$ cat src/rtl/hex_display_ctrl.sv
// Register-mapped seven-segment controller: hex decode, per-digit blank/blink,
// leading-zero suppression and global enable, with a registered read port.
module hex_display_ctrl #(
   parameter int N_DIGITS   = 8,
   parameter int BLINK_HALF = 12_500_000,
   parameter bit ACTIVE_LOW = 1'b1
) (
   input  logic                  clk,
   input  logic                  reset_n,
   input  logic                  wr_en,
   input  logic [2:0]            wr_addr,
   input  logic [31:0]           wr_data,
   input  logic                  rd_en,
   input  logic [2:0]            rd_addr,
   output logic [31:0]           rd_data,
   output logic                  rd_valid,
   output logic [7*N_DIGITS-1:0] seg_o
);

   localparam int               CNT_W    = (BLINK_HALF > 2) ? $clog2(BLINK_HALF) : 1;
   localparam logic [CNT_W-1:0] CNT_MAX  = CNT_W'(BLINK_HALF - 1);
   localparam logic [63:0]      NIB_MASK = (N_DIGITS >= 16) ? {64{1'b1}}
                                           : ((64'd1 << (4 * N_DIGITS)) - 64'd1);
   localparam logic [6:0]       SEG_OFF  = ACTIVE_LOW ? 7'h7F : 7'h00;

   logic [31:0]          data0_q;
   logic [31:0]          data1_q;
   logic [N_DIGITS-1:0]  blank_q;
   logic [N_DIGITS-1:0]  blink_q;
   logic                 en_q;
   logic                 lzb_q;
   logic [CNT_W-1:0]     cnt_q;
   logic                 phase_q;
   logic [31:0]          rd_mux;
   logic [63:0]          nib_vec;
   logic [N_DIGITS-1:0]  lzsup;
   logic [7*N_DIGITS-1:0] seg_nxt;
   logic                 sync_wr;

   function automatic logic [6:0] hex_decode(input logic [3:0] nib);
      case (nib)
         4'h0: hex_decode = 7'h3F;
         4'h1: hex_decode = 7'h06;
         4'h2: hex_decode = 7'h5B;
         4'h3: hex_decode = 7'h4F;
         4'h4: hex_decode = 7'h66;
         4'h5: hex_decode = 7'h6D;
         4'h6: hex_decode = 7'h7D;
         4'h7: hex_decode = 7'h07;
         4'h8: hex_decode = 7'h7F;
         4'h9: hex_decode = 7'h6F;
         4'hA: hex_decode = 7'h77;
         4'hB: hex_decode = 7'h7C;
         4'hC: hex_decode = 7'h39;
         4'hD: hex_decode = 7'h5E;
         4'hE: hex_decode = 7'h79;
         default: hex_decode = 7'h71;
      endcase
   endfunction

   assign sync_wr = wr_en && (wr_addr == 3'd4) && wr_data[7];
   assign nib_vec = {data1_q, data0_q};

   always_comb begin
      rd_mux = '0;
      case (rd_addr)
         3'd0: rd_mux = data0_q;
         3'd1: rd_mux = data1_q;
         3'd2: rd_mux[N_DIGITS-1:0] = blank_q;
         3'd3: rd_mux[N_DIGITS-1:0] = blink_q;
         3'd4: rd_mux[1:0] = {lzb_q, en_q};
         default: rd_mux = '0;
      endcase
   end

   // Suppression runs from the top digit down and stops at the first nonzero nibble.
   always_comb begin
      logic run;
      run   = 1'b1;
      lzsup = '0;
      for (int i = N_DIGITS - 1; i >= 1; i--) begin
         if (nib_vec[4*i +: 4] != 4'h0)
            run = 1'b0;
         lzsup[i] = run & lzb_q;
      end
   end

   always_comb begin
      logic lit;
      seg_nxt = '0;
      for (int i = 0; i < N_DIGITS; i++) begin
         lit = en_q & ~blank_q[i] & ~(blink_q[i] & phase_q) & ~lzsup[i];
         seg_nxt[7*i +: 7] = lit ? (hex_decode(nib_vec[4*i +: 4]) ^ SEG_OFF) : SEG_OFF;
      end
   end

   always_ff @(posedge clk) begin
      if (!reset_n) begin
         data0_q  <= '0;
         data1_q  <= '0;
         blank_q  <= '0;
         blink_q  <= '0;
         en_q     <= 1'b0;
         lzb_q    <= 1'b0;
         cnt_q    <= '0;
         phase_q  <= 1'b0;
         rd_valid <= 1'b0;
         rd_data  <= '0;
         seg_o    <= {N_DIGITS{SEG_OFF}};
      end else begin
         if (wr_en) begin
            case (wr_addr)
               3'd0: data0_q <= wr_data & NIB_MASK[31:0];
               3'd1: data1_q <= wr_data & NIB_MASK[63:32];
               3'd2: blank_q <= wr_data[N_DIGITS-1:0];
               3'd3: blink_q <= wr_data[N_DIGITS-1:0];
               3'd4: begin
                  en_q  <= wr_data[0];
                  lzb_q <= wr_data[1];
               end
               default: ;
            endcase
         end
         if (sync_wr) begin
            cnt_q   <= '0;
            phase_q <= 1'b0;
         end else if (cnt_q == CNT_MAX) begin
            cnt_q   <= '0;
            phase_q <= ~phase_q;
         end else begin
            cnt_q   <= cnt_q + 1'b1;
         end
         rd_valid <= rd_en;
         if (rd_en)
            rd_data <= rd_mux;
         seg_o <= seg_nxt;
      end
   end

endmodule

$ cat config.mk
export PLATFORM = sky130hd
export DESIGN_NAME = hex_display_ctrl
export DESIGN_NICKNAME = d
export VERILOG_FILES = /design/src/rtl/hex_display_ctrl.sv
export SDC_FILE = /design/constraint.sdc
export NUM_CORES = 1
export LEC_CHECK = 0
export ABC_AREA = 1
export BUFFER_PORTS_ARGS = -buffer_cell sky130_fd_sc_hd__buf_2
export CORE_ASPECT_RATIO = 1.1
export CORE_MARGIN = 1
export CORE_UTILIZATION = 45
export CTS_CLUSTER_DIAMETER = 60
export DETAILED_ROUTE_END_ITERATION = 16
export GPL_ROUTABILITY_DRIVEN = 0
export PLACE_DENSITY = 0.66
export SLEW_MARGIN = 20
export SYNTH_ARGS = -nofsm -noshare
export SYNTH_HDL_FRONTEND = slang
export SYNTH_SLANG_ARGS = --single-unit
$ cat constraint.sdc
create_clock -name clk -period 2.15 [get_ports clk]
set_input_delay 0.43 -clock clk [delete_from_list [all_inputs] [get_ports clk]]
set_output_delay 0.43 -clock clk [all_outputs]
set_load 0.02 [all_outputs]
==> run metrics <==
Worst-Margin Slew between 0.5 and 0.6 ns; Setup violations, final 0; first-pass iteration count of the detailed router 5; # port buffers 130; Via Count 8,104; clock skew about 0.011 ns; RSZ-0062 raised after global routing no; R2R setup slack roughly 0.35 ns; clock root buffer clkbuf_16; TNS Setup 0 ns; Crit Path Max Fanout 22; initial antenna violation count 1; CTS tree built; Finished Cell Area roughly 11,000 um^2; Tmin final around 1.8 ns; most common library cells after synthesis nand2_1 (313), dfxtp_1 (220), inv_1 (126); setup bufs post-CTS 0; synthesized net count approximately 1,300; worst-case clock buffer depth 3; slowest cell delay on critical path roughly 0.36 ns; Worst Setup End Kind flop; half-perimeter wire length after placement about 17 mm; Die W 140 um; worst-path cell chain ha_1, nand3_1, nor3_1, nand3_1, nand2_1, buf_12, nor2_1; Sink Count 220; Num CTS Buffers 24; Final Hold Fails 0; CP Launch Point cnt_q[0]; grt ovf 0; Clock Pin Slew Worst Setup and Hold Paths roughly 0.060 ns; top-area cell type share of the netlist area between 40% and 50%; final std cells w/o fill approximately 1,700; fin crit share a little over four fifths; f_max around 550 MHz; leakage power 0.00509 uW; CTS resizes 0; Req. time, crit path between 2 and 3 ns; Layout Nets roughly 1,500; CP most frequent cell nand3_1; total core area about 21,000 um^2; pre-CTS setup slack -0.0173 ns; Distinct cells, synth 39; vias per cell slightly below 5; outcome finished, final reports clean; final wirelength around 23 mm; CTS Hold Bufs 0; vias in the first global route 7,731; largest net degree at the start of global routing 44; share of cells above drive strength 1 a little under a fifth; # placed instances about 1,600; first-pass GRT wire length 37.2 mm; register area share after synthesis a little under half; Residual DRC 0; Rel. slew slack between 60 and 70%; ANT nets after route 0; Power Density 782 nW/um^2; synthesized area per cell slightly below 8 um^2; Final Max Tran Viols 0; io pins 131; Final WS setup 0.347 ns; die area 21,600 um^2; VDD IR-drop max roughly 0.6 mV; WS Path Type flop to flop; # rows 55; Area contributors post-synth dfxtp_1 (47%), nand2_1 (12%), ha_1 (7.6%); H-tree depth 1; Synthesis Warnings 0; Worst Setup EP cnt_q[11]; GRT Overall Usage between 20% and 30%; per-cell routed wire length around 14 um; number of synthesized flops with an enable pin 0; clock latency on the worst-skew pair 0.51 ns; fraction of registers with async set/reset 0%; Die Y roughly 150 um; 1st-iter DRT viols 410; most common cell in the synthesized netlist nand2_1; FF-to-FF Start cnt_q[0]; worst flop-to-flop path endpoint cnt_q[11]; cells after synthesis 1,209; Yosys top cell by area dfxtp_1; area of the mapped netlist 9440 um^2; Max-Cap Viols 0; worst min-delay path class input pin to flop; CP max-delay cell dfxtp_1; Layout area overhead 21.1%; Startpoint Class flop; r2r worst-path depth 7; Main synth FF type dfxtp_1; dpl cell area about 11,000 um^2; CP arrival 2.21 ns; synthesis-stage register bit count 220; Initial Util 45.9%
## report_power, final
group | switching, uW | internal (uW)
clock | 1650 | 2360
combinational | 420 | 236
sequential | 52.4 | 4230
## layout make-up
cell class,instances,area (um^2)
fillers,1952,9140
inverters,137,515
well taps,256,320
repair buffers,180,1090
multi-input cells,817,4310
clock inverters,12,108
clock buffers,31,678
flip-flops and latches,220,4400
diodes,2,5.00
## worst min path at each step
stage / from / endpoint / slack (ns) / cells after the start
3_3_place_gp: flop / seg_o[53] / 0.35 / 1
2_1_floorplan: flop / seg_o[0] / 0.35 / 1
3_5_place_dp: flop / seg_o[25] / 0.36 / 1
6_report: wr_data[12] / data0_q[12] / 0.20 / 3
5_1_grt: wr_data[12] / data0_q[12] / 0.20 / 3
4_1_cts: wr_data[12] / data0_q[12] / 0.19 / 3
## layer usage
metal / wire [um] / global-route usage, % / up-vias
li1: - / - / 4200
met1: 9860 / 26.4 / 3647
met2: 10800 / 37.0 / 217
met3: 1390 / 3.99 / 40
met4: 570 / 7.48 / 0
met5: 0 / 0 / -
## layout by cell type, fill, tap and decap left out, types with 4 or more instances in the layout
cell	instances
buf_4	45
a21oi_1	59
buf_12	5
nor3_1	6
inv_2	8
o211ai_1	14
nand3b_1	9
or2_0	11
o21ai_0	58
a211oi_1	4
o21ai_2	9
ha_1	57
xor2_1	6
nand3_1	107
nand4_1	13
xnor2_1	5
nor2_1	105
buf_2	130
clkinv_2	7
clkbuf_16	25
or2_2	4
nand3_2	15
dfxtp_1	220
o21ai_1	7
inv_1	126
nand2_1	313
## per-stage QoR
step / total power [uW] / hold WS, ns / util (%)
after floorplan: 4770 / 0.352 / -
after global placement: 5010 / 0.354 / 51.7
after detailed placement: 5020 / 0.355 / 51.7
after CTS: 9000 / 0.193 / 55.5
after global routing: 9290 / 0.203 / 55.5
final: 8940 / 0.199 / 55.6
## cell families (layout without fill, tap and decap cells)
logic type / Yosys count / in the layout / synth area share [%]
DFF: 220 / 220 / 46.6
AOI/OAI and AO/OA: 156 / 156 / 9.44
buffers and inverters: 172 / 360 / 7.66
adders and majority gates: 57 / 57 / 7.55
xor gates and xnor gates: 11 / 11 / 1.02
and+or+nand+nor: 593 / 593 / 27.7
other: 0 / 2 / 0
## worst max-delay path: cells and delay by family, from the launching register on
family | cells | cell delay (ns)
simple gates | 5 | 0.96
fa+ha+maj | 1 | 0.20
flops | 1 | 0.36
buf+inv | 1 | 0.17
No activity file was read; power rests on OpenSTA's default activity.
